`config.mk`:
```
export PLATFORM = sky130hd
export DESIGN_NAME = mem_arbiter
export DESIGN_NICKNAME = d
export VERILOG_FILES = /design/src/rtl/mem_arbiter.sv
export SDC_FILE = /design/constraint.sdc
export NUM_CORES = 1
export LEC_CHECK = 0
export CAP_MARGIN = 20
export CORE_AREA = 10 10 243 245
export CTS_CLUSTER_SIZE = 8
export DETAILED_ROUTE_END_ITERATION = 6
export DIE_AREA = 0 0 253 255
export SLEW_MARGIN = 30
export SYNTH_ARGS = -nofsm -noshare
export SYNTH_HDL_FRONTEND = slang
export SYNTH_SLANG_ARGS = --single-unit
```
`constraint.sdc`:
```
create_clock -name clk -period 2 [get_ports clk]
set_input_delay 0.5 -clock clk [delete_from_list [all_inputs] [get_ports clk]]
set_output_delay 0.5 -clock clk [all_outputs]
set_load 0.03 [all_outputs]
```
`src/rtl/mem_arbiter.sv`:
```
// Main-memory line arbiter: serialises icache refills and dcache refills/writebacks onto one
// request/fill interface and steers each returning fill back to the client that owns it.
module mem_arbiter #(
    parameter int unsigned ADDRESS_WIDTH    = 32,
    parameter int unsigned CACHE_LINE_WIDTH = 128,
    parameter int unsigned STORE_LATENCY    = 4
) (
    input  logic                        clk,
    input  logic                        reset_n,
    input  logic                        ic_req,
    input  logic [ADDRESS_WIDTH-1:0]    ic_addr,
    input  logic                        dc_req,
    input  logic                        dc_store,
    input  logic [ADDRESS_WIDTH-1:0]    dc_addr,
    input  logic [CACHE_LINE_WIDTH-1:0] dc_evict_data,
    output logic                        ic_fill,
    output logic                        dc_fill,
    output logic                        dc_store_done,
    output logic [CACHE_LINE_WIDTH-1:0] fill_data,
    output logic                        mem_req,
    output logic                        mem_req_store,
    output logic [ADDRESS_WIDTH-1:0]    mem_req_address,
    output logic [CACHE_LINE_WIDTH-1:0] mem_req_evict_data,
    input  logic                        mem_fill,
    input  logic [CACHE_LINE_WIDTH-1:0] mem_fill_data,
    input  logic [ADDRESS_WIDTH-1:0]    mem_fill_address
);

    localparam int unsigned LOFF  = $clog2(CACHE_LINE_WIDTH / 8);
    localparam int unsigned CNT_W = (STORE_LATENCY > 0) ? $clog2(STORE_LATENCY + 1) : 1;

    typedef enum logic [2:0] {
        StIdle,
        StIssue,
        StWaitFill,
        StWaitStore,
        StResp
    } state_e;

    state_e             state_q;
    logic               last_grant_q;  // 0 = icache, 1 = dcache
    logic               owner_q;
    logic               store_q;
    logic [CNT_W-1:0]   store_cnt_q;
    logic               grant_dc;
    logic               fill_match;
    logic               unused_fill_offset;

    // On a tie the client that was not granted last time wins.
    always_comb begin
        grant_dc = dc_req && (!ic_req || !last_grant_q);
    end

    // Only the line part of the fill address identifies the transaction.
    assign fill_match = mem_fill_address[ADDRESS_WIDTH-1:LOFF] ==
                        mem_req_address[ADDRESS_WIDTH-1:LOFF];
    assign unused_fill_offset = ^mem_fill_address[LOFF-1:0];

    always_ff @(posedge clk or negedge reset_n) begin
        if (!reset_n) begin
            state_q            <= StIdle;
            last_grant_q       <= 1'b0;
            owner_q            <= 1'b0;
            store_q            <= 1'b0;
            store_cnt_q        <= '0;
            ic_fill            <= 1'b0;
            dc_fill            <= 1'b0;
            dc_store_done      <= 1'b0;
            fill_data          <= '0;
            mem_req            <= 1'b0;
            mem_req_store      <= 1'b0;
            mem_req_address    <= '0;
            mem_req_evict_data <= '0;
        end else begin
            ic_fill       <= 1'b0;
            dc_fill       <= 1'b0;
            dc_store_done <= 1'b0;
            mem_req       <= 1'b0;
            mem_req_store <= 1'b0;
            unique case (state_q)
                StIdle: begin
                    if (ic_req || dc_req) begin
                        owner_q            <= grant_dc;
                        last_grant_q       <= grant_dc;
                        store_q            <= grant_dc && dc_store;
                        mem_req            <= 1'b1;
                        mem_req_store      <= grant_dc && dc_store;
                        mem_req_address    <= grant_dc ? dc_addr : ic_addr;
                        mem_req_evict_data <= grant_dc ? dc_evict_data : '0;
                        state_q            <= StIssue;
                    end
                end
                StIssue: begin
                    if (store_q) begin
                        store_cnt_q <= CNT_W'(STORE_LATENCY);
                        state_q     <= StWaitStore;
                    end else begin
                        state_q <= StWaitFill;
                    end
                end
                StWaitFill: begin
                    if (mem_fill && fill_match) begin
                        fill_data <= mem_fill_data;
                        ic_fill   <= !owner_q;
                        dc_fill   <= owner_q;
                        state_q   <= StResp;
                    end
                end
                StWaitStore: begin
                    if (store_cnt_q == '0) begin
                        dc_store_done <= 1'b1;
                        state_q       <= StResp;
                    end else begin
                        store_cnt_q <= store_cnt_q - 1'b1;
                    end
                end
                StResp: begin
                    state_q <= StIdle;
                end
                default: begin
                    state_q <= StIdle;
                end
            endcase
        end
    end

endmodule

```
* After elaboration in Yosys (flattened, before gate mapping)
Index checks and enable logic that the tools add are counted. W data, S select, Z words.
Cells by class: $add $sub $neg 1, eq/ne operators 9, mux-type cells 20, reduce and logical (&&, ||, !) cells 14
Operator list (number):
- $mux W128 | 1
- $mux W32 | 1
- $eq A28 B28 Y1 | 1
- $mux W3 | 5
- $pmux W3 S4 | 1
- $mux W1 | 11
- $ne A2 B2 Y1 const B | 5
- $eq A3 B2 Y1 const B | 2
- $logic_not A3 Y1 | 2
- $pmux W3 S2 | 1
- $reduce_and A3 Y1 | 2
- $reduce_and A2 Y1 | 2
- $eq A3 B1 Y1 const B | 1
- $logic_and A1 B1 Y1 | 3
- $sub A3 B1 Y3 const B | 1
- $logic_not A1 Y1 | 2
- $logic_or A1 B1 Y1 | 2
- $reduce_bool A2 Y1 | 1
Storage, ports and cells: register bits after elaboration 301, bits of input ports 358

* Longest topological paths before layout
Gate-level depths: netlist (run 1).
word-level depth 6, depth in mapped cells 7, depth with buffers taken out 6

* Worst setup path before layout (run 1)
Ideal clock, no wire load.
kind flip-flop to flip-flop, start register mem_req_address[24], end register fill_data[0], library setup time 125 ps, arrival 2265 ps, setup slack -390 ps, cell stages (with the launch flop) 8, path through dfrtp_1 nand2b_1 o2111ai_1 or4_4 nor4_4 buf_12 buf_12 mux2_4
Between the ends: cells in the longest elaborated chain, start to end 3
Ends and longest elaborated chain:
- start: declaration | line 22 | output logic [ADDRESS_WIDTH-1:0] mem_req_address,
- start signal: assignment | line 88 | mem_req_address <= grant_dc ? dc_addr : ic_addr;
- $eq A28 B28 Y1 | line 55 | assign fill_match = mem_fill_address[ADDRESS_WIDTH-1:LOFF] ==
- $logic_and A1 B1 Y1 | line 102 | if (mem_fill && fill_match) begin
- $reduce_and A2 Y1 (no line)
- end signal: assignment | line 103 | fill_data <= mem_fill_data;
- end: declaration | line 19 | output logic [CACHE_LINE_WIDTH-1:0] fill_data,
No other way between the ends. A chain may end at the register's enable or synchronous reset.

* Final worst setup path (run 1)
start input mem_fill_address[27], end register fill_data[26]
Between the ends: cells in the longest elaborated chain, start to end 3
Ends and longest elaborated chain:
- start: declaration | line 26 | input logic [ADDRESS_WIDTH-1:0] mem_fill_address
- $eq A28 B28 Y1 | line 55
- $logic_and A1 B1 Y1 | line 102
- $reduce_and A2 Y1 (no line)
No other way between the ends.

==> impl_metrics.py, run 1 <==
metrics = {
    "cts": {
        "htree_levels": 2,
        "cts_buffer_depth": 3,
        "path_clk_slew_ns": 0.05,
        "cts.root.buffer_cell": "clkbuf_16",
        "cts_tree": "done",
        "cts.sinks": 301,
        "clk_latency_ns": 0.55,
        "cts_buffers": 43,
    },
    "placed_design": {
        "placed_area_um2": 20100,
        "dpl.hpwl_um": 37600,
        "globalplace.congestion": 0.825,
        "portBuffers": 646,
        "pre_cts_ws_ns": -1.14,
    },
    "sta": {
        "drv_slew": 0,
        "timing.final.crit_share_pct": 125,
        "setup_slack_ns": -0.506,
        "fin_setup_tns_ns": -59.83,
        "tightestPinTransition_ns": 0.535,
        "relSlewSlack_pct": 64.3,
        "fmax_mhz": 399,
        "setup_viol": 132,
        "fin_crit_ns": 2.51,
        "rsz0062_at_grt": "yes",
        "hold_slack_ns": 0.476,
        "hold_viol": 0,
        "fin_skew_ns": 0.0233,
    },
    "setup_path": {
        "r2r_start": "mem_req_address[27]",
        "crit_required_ns": 2.43,
        "rr_worst_depth": 7,
        "max_stage_delay_ns": 0.58,
        "timing.critical_path.mode_cell": "buf_12",
        "crit_slowest_cell": "or4_4",
        "worstPathCellList": "clkdlybuf4s50_1 > xnor2_2 > nand4_1 > or4_4 > nor4_4 > buf_12 > buf_12 > mux2_4",
        "critPathArrivalTime_ns": 2.93,
        "worstSetupStartpointType": "input pin",
        "timing.rr.end": "fill_data[26]",
        "setup.worst_path.end_class": "register",
        "reg2reg_slack_ns": -0.47,
        "crit_type": "in2reg",
        "crit_fanout": 24,
        "startpoint": "mem_fill_address[27]",
    },
    "finish": {
        "syn2layout_area_growth_pct": 74.3,
        "final_area_um2": 21000,
        "drive_above_1_share_pct": 18.9,
        "fillCellCount": 5237,
        "finish.utilization_pct": 38.6,
        "num-nets-final": 1892,
    },
    "synthesis": {
        "synth_area_um2": 12100,
        "synth_fp_nets": 1155,
        "synth_ff_type": "dfrtp_1",
        "seq_area_frac_synth_pct": 62.4,
        "ys_ff_latch": 301,
        "avgSynthCellArea_um2": 15.2,
        "ys_warn_count": 0,
        "syn-instance-count": 795,
        "synth_enable_flop_cells": 0,
        "synthArstFlopShare_pct": 100,
        "synth_cell_types": 38,
    },
    "floorplanning": {
        "die_y_um": 255,
        "coreArea_um2": 54400,
        "dieWidth_um": 253,
        "start_util_pct": 22.2,
        "ios": 651,
        "rows": 86,
        "die_area_um2": 64500,
    },
    "grt": {
        "busiest_layer": "met2",
        "grtUsageMet3_pct": 5.68,
        "met1_usage_pct": 15.6,
        "met2_usage_pct": 23.6,
        "grt_pass1_wl_um": 68600,
        "grt-ovfl-total": 0,
        "grt_max_degree": 68,
        "grt_pass1_vias": 10600,
        "track_usage_pct": 13.9,
        "antenna_found_initial": 0,
    },
    "drt": {
        "wl_per_cell_um": 21.0,
        "postRouteAntennaNets": 0,
        "vias_per_cell": 4.22,
        "via_count": 9469,
        "route.detailed.drc": 0,
        "routed_wirelength_um": 47200,
        "initialDrtViolationCount": 326,
        "first_pass_iters": 4,
    },
    "job": {
        "cap_violations": 0,
    },
    "hold_path": {
        "min_to": "fill_data[59]",
        "worstHoldStart": "fill_data[59]",
        "worstHoldPathCells": 1,
        "hold_path.class": "reg2reg",
    },
    "power": {
        "power.density_nw_per_um2": 1280,
        "worst_ir_drop_vdd_v": 0.00103,
        "p_leak_uw": 0.0106,
    },
    "run_status": {
        "run_status": "finished with violations",
        "violations": "setup timing",
    },
}
cell usage in the layout (no fill, tap or decap), types with 4 or more instances in the layout:
cell type and instances:
clkdlybuf4s50_1 352, dfrtp_1 293, dlygate4sd2_1 277, a22o_1 128, mux2_4 107, buf_4 74
clkbuf_16 45, nand2_1 36, o21ai_0 34, mux2i_1 32, buf_12 22, xor2_1 15
mux2_1 13, clkdlybuf4s15_1 11, inv_1 10, mux2_2 8, dfrtp_2 8, nand3_1 7
clkbuf_1 7, nor2b_1 6, nor2_1 4, xnor2_1 4, clkdlybuf4s15_2 4
how the worst max path moves through the flow:
stage / slack (ns) / endpoint / cells past startpoint
3_5_place_dp: -1.14 / fill_data[64] / 8
5_1_grt: -0.52 / fill_data[64] / 7
3_3_place_gp: -1.09 / fill_data[64] / 8
4_1_cts: -0.48 / fill_data[64] / 7
2_1_floorplan: -0.29 / fill_data[0] / 7
6_report: -0.51 / fill_data[26] / 8
timing repair:
item	CTS	global route
hold buffers	1	0
resized for setup	306	17
endpoints found under the setup margin	425	202
buffers inserted	2	2
gates cloned	0	0
endpoints found under the hold margin	35	0
pin swaps	3	0
layer usage:
layer  part of all wire, %  vias to the layer above
li1                      -                     4344
met1                    38                     4619
met2                    49                      429
met3                   9.9                       77
met4                   3.1                        0
met5                     0                        -
registers in the layout, summed over array words and instances (netlist names):
name	count
store_cnt_q	3
mem_req_evict_data	128
mem_req	1
dc_store_done	1
owner_q	1
ic_fill	1
mem_req_store	1
store_q	1
dc_fill	1
mem_req_address	32
state_q	3
fill_data	128
final cells by class:
type	count	area, um2	share of cell area, %
timing repair buffer	745	7150	34.0
inverter	10	37.5	0.178
multi-input combinational	431	4250	20.2
clock buffer	52	1150	5.48
sequential	301	7540	35.9
tap	704	881	4.19
clock inverter	1	20.0	0.0952
antenna	1	2.50	0.0119
cells by family (layout without fill, tap and decap cells):
kind of cell               Yosys count  count (layout)  share of synthesized area, %
AOI/OAI and AO/OA                  172             172                          11.3
xor gates and xnor gates            22              22                          1.60
adders and majority gates            2               2                         0.207
buffers and inverters               63             808                          3.63
DFF                                301             301                          62.4
muxes                              160             160                          17.7
other                                0               1                             0
and+or+nand+nor                     75              75                          3.15
synth_stat cells (all sizes together), types with 2 or more instances:
cell type  instances  share of area, %
clkbuf            36               1.1
mux2             128                15
nand2             36               1.1
mux2i             32               2.7
buf               17               2.2
or4                2              0.16
xnor2              7              0.51
a22o             128               9.3
nor3               4              0.17
nand4              3              0.16
inv               10              0.31
o21ai             35               1.5
dfrtp            301                62
ha                 2              0.21
nand2b             3              0.16
nand3              7              0.29
a21o               2              0.12
nor4               5              0.38
nor2               4              0.12
nor2b              7              0.36
o22ai              2              0.10
xor2              15               1.1
power breakdown:
group | switching, uW | internal (uW) | leakage, uW
clock network | 2610 | 3980 | 0.000573
logic | 6760 | 4750 | 0.00598
registers | 1030 | 7840 | 0.00401
worst max-delay path, delay by kind of cell:
family	cells	cell delay (ns)
AND/OR/NAND/NOR	3	0.97
buffers and inverters	3	0.89
multiplexers	1	0.32
XOR/XNOR	1	0.22
stage by stage:
stage	power, uW	cells
2_1_floorplan	15100	795
3_3_place_gp	21500	2186
3_5_place_dp	21700	2186
4_1_cts	27300	2242
5_1_grt	28400	2244
6_report	27000	2245
(Power assumes the default switching activity.)
==> run 2, diff against run 1 <==
CORE_AREA = 10 10 244 246   (was 10 10 243 245)
DIE_AREA = 0 0 254 256   (was 0 0 253 255)
SLEW_MARGIN = 10   (was 30)
==> impl_metrics.py, run 2 (synthesized netlist as in run 1, its figures left out) <==
metrics = {
    "run_status": {
        "run_status": "finished with violations",
        "violations": "setup timing",
    },
    "sta": {
        "relSlewSlack_pct": 69.9,
        "timing.final.crit_share_pct": 122,
        "setup_slack_ns": -0.436,
        "drv_slew": 0,
        "hold_viol": 0,
        "fmax_mhz": 411,
        "hold_slack_ns": 0.479,
        "fin_crit_ns": 2.44,
        "fin_skew_ns": 0.0183,
        "rsz0062_at_grt": "yes",
        "setup_viol": 132,
        "tightestPinTransition_ns": 0.454,
    },
    "floorplanning": {
        "die_area_um2": 65000,
        "rows": 86,
        "start_util_pct": 22.1,
        "coreArea_um2": 54700,
        "die_y_um": 256,
        "ios": 651,
        "dieWidth_um": 254,
    },
    "placed_design": {
        "dp_cells": 2171,
        "placed_area_um2": 20000,
        "portBuffers": 646,
        "globalplace.congestion": 0.790,
        "dpl.hpwl_um": 37700,
        "pre_cts_ws_ns": -1.05,
    },
    "setup_path": {
        "setup.worst_path.end_class": "register",
        "worst_path_dominant_cell_family": "buffers and inverters",
        "critPathArrivalTime_ns": 2.84,
        "crit_required_ns": 2.41,
        "crit_type": "in2reg",
        "crit_fanout": 9,
        "max_stage_delay_ns": 0.50,
        "worstSetupStartpointType": "input pin",
        "path_buf_inv": 4,
        "worstPathCellList": "clkdlybuf4s50_1 > xnor2_2 > nand4_1 > or4_4 > nor4_4 > buf_6 > buf_16 > clkbuf_16 > mux2_4",
        "crit_slowest_cell": "clkdlybuf4s50_1",
    },
    "finish": {
        "mostFrequentLayoutCells": "clkdlybuf4s50_1 (352), dfrtp_1 (293), dlygate4sd2_1 (274)",
        "final_area_um2": 21300,
        "layout_commonest_cell": "clkdlybuf4s50_1",
        "drive_above_1_share_pct": 20.4,
        "finish.utilization_pct": 39.0,
        "syn2layout_area_growth_pct": 76.8,
        "num-nets-final": 1892,
        "fin_cells": 2243,
        "reg.largest.list": "fill_data (128), mem_req_evict_data (128), mem_req_address (32)",
    },
    "job": {
        "cap_violations": 0,
    },
    "power": {
        "p_leak_uw": 0.0106,
        "worst_ir_drop_vdd_v": 0.000913,
        "power.density_nw_per_um2": 1250,
    },
    "cts": {
        "path_clk_slew_ns": 0.05,
        "clk_latency_ns": 0.54,
        "cts_tree": "done",
        "cts_buffers": 43,
        "htree_levels": 2,
        "cts.sinks": 301,
        "cts_buffer_depth": 3,
        "cts.root.buffer_cell": "clkbuf_16",
    },
    "drt": {
        "initialDrtViolationCount": 256,
        "route.detailed.drc": 0,
        "postRouteAntennaNets": 0,
        "vias_per_cell": 4.29,
        "wl_per_cell_um": 22.0,
        "via_count": 9614,
        "first_pass_iters": 6,
        "routed_wirelength_um": 49300,
    },
    "grt": {
        "grt_max_degree": 72,
        "track_usage_pct": 14.3,
        "grt_pass1_wl_um": 70700,
        "grt-ovfl-total": 0,
        "antenna_found_initial": 6,
        "grt_pass1_vias": 10600,
    },
    "hold_path": {
        "hold_path.class": "in2async",
    },
}
run 2: cell count changes in the layout (fill, tap and decap cells not counted), sizes merged:
cell / delta
buf: -6
clkdlybuf4s15: +1
inv: -1
dlygate4sd2: -3
clkbuf: +7
run 2: final cells by class:
| type | count | area, um2 |
|---|---|---|
| multi-input combinational | 431 | 4340 |
| clock buffer | 51 | 1160 |
| tap | 704 | 881 |
| fill | 5268 | 33300 |
| antenna | 1 | 2.50 |
| timing repair buffer | 745 | 7370 |
| inverter | 10 | 37.5 |
| sequential | 301 | 7540 |
run 2: report_power, final:
part	total, uW	switching [uW]	internal, uW
Clock	6540	2550	3990
Combinational	11300	6700	4610
Sequential	8900	1060	7840
run 2: layer usage:
metal  GRT usage, %  vias to the layer above  wire, um
li1               -                     4356         -
met1           15.7                     4751     18700
met2           24.9                      415     24400
met3           5.87                       82      4940
met4           4.24                       10      1190
met5              0                        -        80
run 2: repair_timing:
item                                   4_1_cts  5_1_grt
setup buffers                                8        2
pin swaps                                    4       10
endpoints found under the hold margin       28        0
gates resized for setup                    340       34
gates cloned                                 2        7
setup endpoints to repair                  424      147
hold buffers                                 1        0
run 2: final timing paths:
path | from | to | slack [ns] | cells past startpoint
min in group clk | mem_req_address[3] | mem_req_address[3] | 0.48 | 2
max reg2reg | mem_req_address[22] | fill_data[50] | -0.42 | 8
max in group asynchronous | reset_n | fill_data[55] | 0.77 | 3
max | mem_fill_address[27] | fill_data[50] | -0.44 | 9
min | reset_n | fill_data[118] | 0.48 | 2
min reg2reg | mem_req_address[3] | mem_req_address[3] | 0.48 | 2
run 2: metrics by stage:
stage / TNS, ns / power [uW]
3_5_place_dp: -133.69 / 21500
3_3_place_gp: -132.05 / 21400
2_1_floorplan: -35.44 / 15100
5_1_grt: -62.79 / 28200
6_report: -51.96 / 26700
4_1_cts: -57.37 / 27100
